### src/rtl/inst_wishbone_if.sv
// Instruction-fetch bridge: turns core ROM fetches into Wishbone B4 classic single reads,
// stalls the pipeline while a read is outstanding and parks a word while IF/ID is held.
module inst_wishbone_if #(
    parameter int TIMEOUT = 255,
    parameter int CNT_W   = 8
) (
    input  logic        clk,
    input  logic        rst,
    input  logic        cpu_ce_i,
    input  logic [31:0] cpu_addr_i,
    input  logic [5:0]  stall_i,
    input  logic        flush_i,
    output logic [31:0] cpu_data_o,
    output logic        stallreq_o,
    output logic        err_o,
    output logic [31:0] wb_adr_o,
    input  logic [31:0] wb_dat_i,
    input  logic        wb_ack_i,
    output logic        wb_cyc_o,
    output logic        wb_stb_o,
    output logic        wb_we_o,
    output logic [3:0]  wb_sel_o
);

    localparam logic [1:0] S_IDLE = 2'd0;
    localparam logic [1:0] S_BUSY = 2'd1;
    localparam logic [1:0] S_WAIT = 2'd2;

    localparam logic [CNT_W-1:0] CNT_LAST = CNT_W'(TIMEOUT - 1);
    localparam logic [CNT_W-1:0] CNT_ONE  = CNT_W'(1);

    logic [1:0]       r_state;
    logic [31:0]      r_adr;
    logic             r_cyc;
    logic             r_stb;
    logic [31:0]      r_rd_buf;
    logic [CNT_W-1:0] r_cnt;
    logic             r_err;

    logic [1:0]       w_state_nx;
    logic [31:0]      w_adr_nx;
    logic             w_cyc_nx;
    logic [31:0]      w_rd_buf_nx;
    logic [CNT_W-1:0] w_cnt_nx;
    logic             w_err_nx;
    logic             w_timeout;
    logic             w_if_held;
    logic             w_unused_bits;

    assign w_timeout     = (r_cnt == CNT_LAST);
    assign w_if_held     = stall_i[1];
    assign w_unused_bits = ^{stall_i[5:2], stall_i[0], cpu_addr_i[1:0]};

    // Next-state and datapath decisions; within BUSY flush beats ack beats timeout.
    always_comb begin
        w_state_nx  = r_state;
        w_adr_nx    = r_adr;
        w_cyc_nx    = r_cyc;
        w_rd_buf_nx = r_rd_buf;
        w_cnt_nx    = r_cnt;
        w_err_nx    = 1'b0;
        case (r_state)
            S_IDLE: begin
                if (cpu_ce_i && !flush_i) begin
                    w_adr_nx   = {cpu_addr_i[31:2], 2'b00};
                    w_cyc_nx   = 1'b1;
                    w_cnt_nx   = {CNT_W{1'b0}};
                    w_state_nx = S_BUSY;
                end else begin
                    w_cyc_nx   = 1'b0;
                end
            end
            S_BUSY: begin
                if (flush_i) begin
                    w_cyc_nx   = 1'b0;
                    w_state_nx = S_IDLE;
                end else if (wb_ack_i) begin
                    w_cyc_nx    = 1'b0;
                    w_rd_buf_nx = wb_dat_i;
                    w_state_nx  = w_if_held ? S_WAIT : S_IDLE;
                end else if (w_timeout) begin
                    w_cyc_nx   = 1'b0;
                    w_err_nx   = 1'b1;
                    w_state_nx = S_IDLE;
                end else begin
                    w_cnt_nx   = r_cnt + CNT_ONE;
                end
            end
            S_WAIT: begin
                w_cyc_nx = 1'b0;
                if (flush_i) begin
                    w_rd_buf_nx = 32'h0000_0000;
                    w_state_nx  = S_IDLE;
                end else if (!w_if_held) begin
                    w_state_nx  = S_IDLE;
                end else begin
                    w_state_nx  = S_WAIT;
                end
            end
            default: begin
                w_cyc_nx   = 1'b0;
                w_state_nx = S_IDLE;
            end
        endcase
    end

    // State and bus registers; cyc and stb load from the same decision so they never split.
    always_ff @(posedge clk or negedge rst) begin
        if (!rst) begin
            r_state  <= S_IDLE;
            r_adr    <= 32'h0000_0000;
            r_cyc    <= 1'b0;
            r_stb    <= 1'b0;
            r_rd_buf <= 32'h0000_0000;
            r_cnt    <= {CNT_W{1'b0}};
            r_err    <= 1'b0;
        end else begin
            r_state  <= w_state_nx;
            r_adr    <= w_adr_nx;
            r_cyc    <= w_cyc_nx;
            r_stb    <= w_cyc_nx;
            r_rd_buf <= w_rd_buf_nx;
            r_cnt    <= w_cnt_nx;
            r_err    <= w_err_nx;
        end
    end

    // Data and stall toward the core are combinational so an ack releases the pipe in-cycle.
    always_comb begin
        cpu_data_o = 32'h0000_0000;
        stallreq_o = 1'b0;
        case (r_state)
            S_IDLE: begin
                stallreq_o = cpu_ce_i & ~flush_i;
            end
            S_BUSY: begin
                if (flush_i) begin
                    stallreq_o = 1'b0;
                end else if (wb_ack_i) begin
                    cpu_data_o = wb_dat_i;
                end else if (w_timeout) begin
                    stallreq_o = 1'b0;
                end else begin
                    stallreq_o = 1'b1;
                end
            end
            S_WAIT: begin
                cpu_data_o = r_rd_buf;
            end
            default: begin
                cpu_data_o = 32'h0000_0000;
            end
        endcase
    end

    assign wb_adr_o = r_adr;
    assign wb_cyc_o = r_cyc;
    assign wb_stb_o = r_stb;
    assign err_o    = r_err;
    assign wb_we_o  = 1'b0;
    assign wb_sel_o = 4'b1111;

endmodule
### config.mk
export PLATFORM = sky130hd
export DESIGN_NAME = inst_wishbone_if
export DESIGN_NICKNAME = d
export VERILOG_FILES = /design/src/rtl/inst_wishbone_if.sv
export SDC_FILE = /design/constraint.sdc
export NUM_CORES = 1
export LEC_CHECK = 0
export ABC_AREA = 1
export CAP_MARGIN = 5
export CORE_UTILIZATION = 44
export CTS_CLUSTER_SIZE = 25
export DETAILED_ROUTE_END_ITERATION = 8
export GPL_ROUTABILITY_DRIVEN = 0
export PLACE_DENSITY = 0.87
export RECOVER_POWER = 25
export SETUP_SLACK_MARGIN = 0.5
export SYNTH_ARGS = -nofsm -noshare
export SYNTH_HDL_FRONTEND = slang
export SYNTH_SLANG_ARGS = --single-unit
### constraint.sdc
create_clock -name clk -period 1.7 [get_ports clk]
set_input_delay 0.17 -clock clk [delete_from_list [all_inputs] [get_ports clk]]
set_output_delay 0.17 -clock clk [all_outputs]
set_load 0.05 [all_outputs]
* Word-level counts from Yosys, hierarchy flattened
Cells that the tools add are included.
** Word-level totals
- Register bits :: 74
- Output and inout port bits :: 73
- Word-level logic and storage cells :: 60
** Cells by class
- $add $sub $neg :: 1
- Equal/unequal tests :: 10
- Mux-type cells :: 32
- Bitwise operators :: 2
- Reduce and logical (&&, ||, !) cells :: 9
** Operators with widths (number)
- two-way mux 32 bit :: 5
- case mux 32 bit (2 select lines) :: 2
- two-way mux 8 bit :: 4
- case mux 8 bit (2 select lines) :: 1
- two-way mux 2 bit :: 6
- != test 2 bit, second input constant :: 6
- two-way mux 1 bit :: 11
- adder 8 x 1 -> 8 bit, second input constant :: 1
- equality test 8 bit, second input constant :: 1
- case mux 2 bit (3 select lines) :: 1
- AND reduction 5 bit :: 1
- != test 4 bit, second input constant :: 1
- case mux 1 bit (2 select lines) :: 2
- AND reduction 2 bit :: 2
- AND reduction 4 bit :: 1
- nonzero test 2 bit :: 2
- equality test 2 x 1 -> 1 bit, second input constant :: 1
- equality test 2 bit, second input constant :: 1
- zero test 2 bit :: 1
- bitwise AND 1 bit :: 1
- logical AND 1 bit :: 1
- zero test 1 bit :: 1
- inverter 1 bit :: 1

* Longest topological paths before layout
- Depth in word-level cells :: 5
- Gate-level depth with buffers :: 9
- Mapped depth without buffers :: 9

* Worst setup path before layout
No wires, ideal clock.
- Path type :: register to output
- Start :: reg r_state[1]
- End :: out cpu_data_o[0]
- Arrival time :: 1.932 ns
- Required time :: 1.530 ns
- Path slack :: -0.402 ns
- Cell stages (with the launch flop) :: 8
- Path through :: dfrtp_1 > inv_1 > ha_1 > nand2_1 > nor2_2 > buf_4 > nand2_1 > a21oi_1
** On the way
- Longest elaborated chain between the ends :: 2
** Ends and longest elaborated chain
- start, declared :: line 32 : logic [1:0] r_state;
- start signal, assigned :: line 118 : r_state <= w_state_nx;
- equality test 2 bit or equality test 2 x 1 -> 1 bit (tied branches) :: line 132 : case (r_state)
- case mux 32 bit (2 select lines) * :: line 132
- end, declared :: line 13 : output logic [31:0] cpu_data_o,
Every way passes the cells marked *; elsewhere a longest branch is shown, timed or not.

* Worst setup path after layout
- Start :: reg r_state[1]
- End :: out cpu_data_o[24]
Same word-level chain as after synthesis.

==> results.md <==
* Share of cells above drive strength 1 at 40.5%
* Global routing's busiest layer: met2
* HPWL after DPL at 7.71 mm
* Clk root buf: clkbuf_8
* Peak VDD IR at 1220 µV
* Core Rows at 32
* First-pass GRT wire length at 18.6 mm
* Core area at 7890 µm²
* Tot GR Track Use at 27.4%
* Remaining antenna violation count after routing at 0
* Largest net degree at the start of global routing at 42
* Hold WC Path Type: input port to flop
* Rel. slew slack at 40.7%
* Total of max-cap violations at 0
* Top post-synthesis cells by area: dfrtp_1 (50%), nand2_1 (28%), a21oi_1 (4.4%), o21ai_1 (4.4%), buf_4 (2.9%)
* CTS tree: built
* Io pins at 148
* Hold Path Cell Cnt at 3
* FMAX at 486 MHz
* Final Routed Wirelength at between 10 and 15 mm
* PortBufs at 133
* Synthesized cell area at approximately 3700 µm²
* Clk Latency, worst-skew pair at 0.36 ns
* RSZ-0062 raised after global routing: yes
* Failing checks: negative setup slack
* Final Cycle Share at 121%
* Clock sink count at 74
* Met1 Resource Use GR at 32.1%
* Critical path fanouts, max at 8
* DR vias/cell at 5.48
* Lkg Pwr at 3.11 nW
* DR DRC count at 0
* Antenna cells at 0
* Final setup viols at 63
* Die H at 93.3 µm
* Max Root-Sink Buffers at 2
* PwrDens at 1610 nW/µm²
* Status: finished with violations
* Vias in the first global route at 4011
* Met2 usage at 48.2%
* Clock slew seen by the registers of the worst setup and hold paths at 0.09 ns
* CTS buffer count at 9
* Die width at 93.3 µm
* Worst Skew at 0.0155 ns
* Mapped Cells at between 400 and 500
* R2R cell count at 12
* Final net count at 738
* Area grow syn2layout at 87.4%
* Starting Density at 46.5%
* Grt ovf at 0
* Fillers at 355
* Most frequent cells after synthesis: nand2_1 (271), dfrtp_1 (74), a21oi_1 (32), o21ai_1 (32)
* Final worst setup slack at -0.358 ns
* Post-synth ARST share at 100%
* Most area-hungry cell type in the Yosys netlist: dfrtp_1
* Routed length per placed instance at 19.1 µm
* Kind of critical path: flop to primary output
* Top-count cell post-synth: nand2_1
* Fin. Hold Viols at 0
* Worst EP arrival at 1.89 ns
* R2R setup slack at -0.09 ns
* CP Capture Type: primary output
* Required @ worst endpoint at ~1.5 ns
* Routed via count at approximately 4.2k
* Worst-Margin Slew at slightly below 0.9 ns
* Initial antenna violation count at 0
* YS warnings at 0
* Seq/Total Area, Yosys at 50.5%
* Flops & latches, synth at 74
* Synth Area per Inst at 7.49 µm²
* Startpoint types: flop
* H-Tree Depth at 3
* Slew Viols, Final at 0
* Final Util at between 80% and 90%
* Synth top area share at 50.5%
* Setup TNS at -11.44 ns
* Cell variety after synth at 21
* Post-synth top flop: dfrtp_1
* Starting DRC count in detailed routing at 272
* Die ar. at just under 9000 µm²
* Met3 GRT Util at 5.28%
* Minimum clock period at around 2.1 ns
* Dpl ws at -0.0425 ns
* First-pass DRT Iterations at 5
* Number of synthesized flops with an enable pin at 0
==> cell type report <==
type / instances / area, µm² / area share (%)
well taps: 102 / 128 / 1.86
inverters: 15 / 63.8 / 0.928
multi-input cells: 372 / 2350 / 34.1
clock buffers: 9 / 124 / 1.80
clock inverters: 7 / 101 / 1.47
repair buffers: 185 / 2260 / 32.9
flip-flops and latches: 74 / 1850 / 27.0
==> logic make-up after synthesis <==
family	share of synthesized area [%]
AND/OR/NAND/NOR	30.2
flip-flops	50.5
AO/OA/AOI/OAI	9.44
buffers and inverters	6.89
adder cells (fa/ha/maj)	2.05
XOR/XNOR	0.716
other	0.205
==> critical path: stages (launching register included) <==
cell       delay (ns)
dfrtp_1          0.41
inv_2            0.09
ha_4             0.15
nand2_4          0.06
nor2_4           0.10
buf_12           0.14
clkbuf_16        0.17
nand2_2          0.08
a21oi_4          0.17
buf_12           0.15
==> sequential cells by signal, indices dropped and copies added, names as in the netlist <==
| name | cells |
|---|---|
| err_o | 1 |
| wb_adr_o | 30 |
| r_rd_buf | 32 |
| wb_stb_o | 1 |
| r_cnt | 8 |
| r_state | 2 |
==> worst paths after layout <==
check | start | endpoint
worst max-delay path | r_state[1]$_DFFE_PN0P_ | cpu_data_o[24]
worst min-delay path | cpu_addr_i[11] | wb_adr_o[11]$_DFFE_PN0P_
worst max register to register | r_state[1]$_DFFE_PN0P_ | r_rd_buf[3]$_DFFE_PN0P_
worst min register to register | wb_adr_o[23]$_DFFE_PN0P_ | wb_adr_o[23]$_DFFE_PN0P_
max in group asynchronous | rst | r_cnt[1]$_DFFE_PN0P_
min in group asynchronous | rst | r_rd_buf[20]$_DFFE_PN0P_
==> cell usage in the layout (no fill, tap or decap), types with 3 or more instances in the layout <==
master             n
buf_6             12
dfrtp_1           72
nand3_4            4
nor2_4             4
o21ai_2           14
a21oi_4           32
buf_8              6
nand2_2           53
nand2_4           11
ha_4               4
clkdlybuf4s50_1   66
clkbuf_8           9
clkbuf_16          6
buf_4             24
nor2_1             4
clkbuf_4           3
nand3_1            3
inv_1              8
buf_2             22
buf_12            42
inv_2              6
nand2_1          207
o21ai_1           18
conb_1             7
==> layer usage <==
metal,up-vias,part of all wire [%]
li1,1851,-
met1,2014,36
met2,262,52
met3,59,7.9
met4,0,4.5
met5,-,0
==> through the flow <==
step | area [µm²] | hold WS [ns] | cells | power (mW)
floorplan | 4220 | -0.126 | 495 | 6.52
detailed placement | 5880 | 0.149 | 714 | 8.20
global placement | 5880 | 0.146 | 714 | 7.98
finish | 6880 | 0.342 | 764 | 11.1
CTS | 6210 | 0.309 | 744 | 9.87
global route | 6880 | 0.347 | 764 | 11.5
==> timing repair <==
item                                    CTS  global route
pin swaps                                 2            45
gates cloned                              3             8
endpoints found under the setup margin  132           110
gates resized for setup                 145           119
endpoints found under the hold margin    33             0
hold buffers                              1             0
buffers inserted                         10            12
==> power breakdown <==
group / internal (mW) / switching [mW]
logic: 2.36 / 4.06
registers: 2.52 / 0.562
clock network: 0.839 / 0.742
Power figures use the tool's default switching activity.
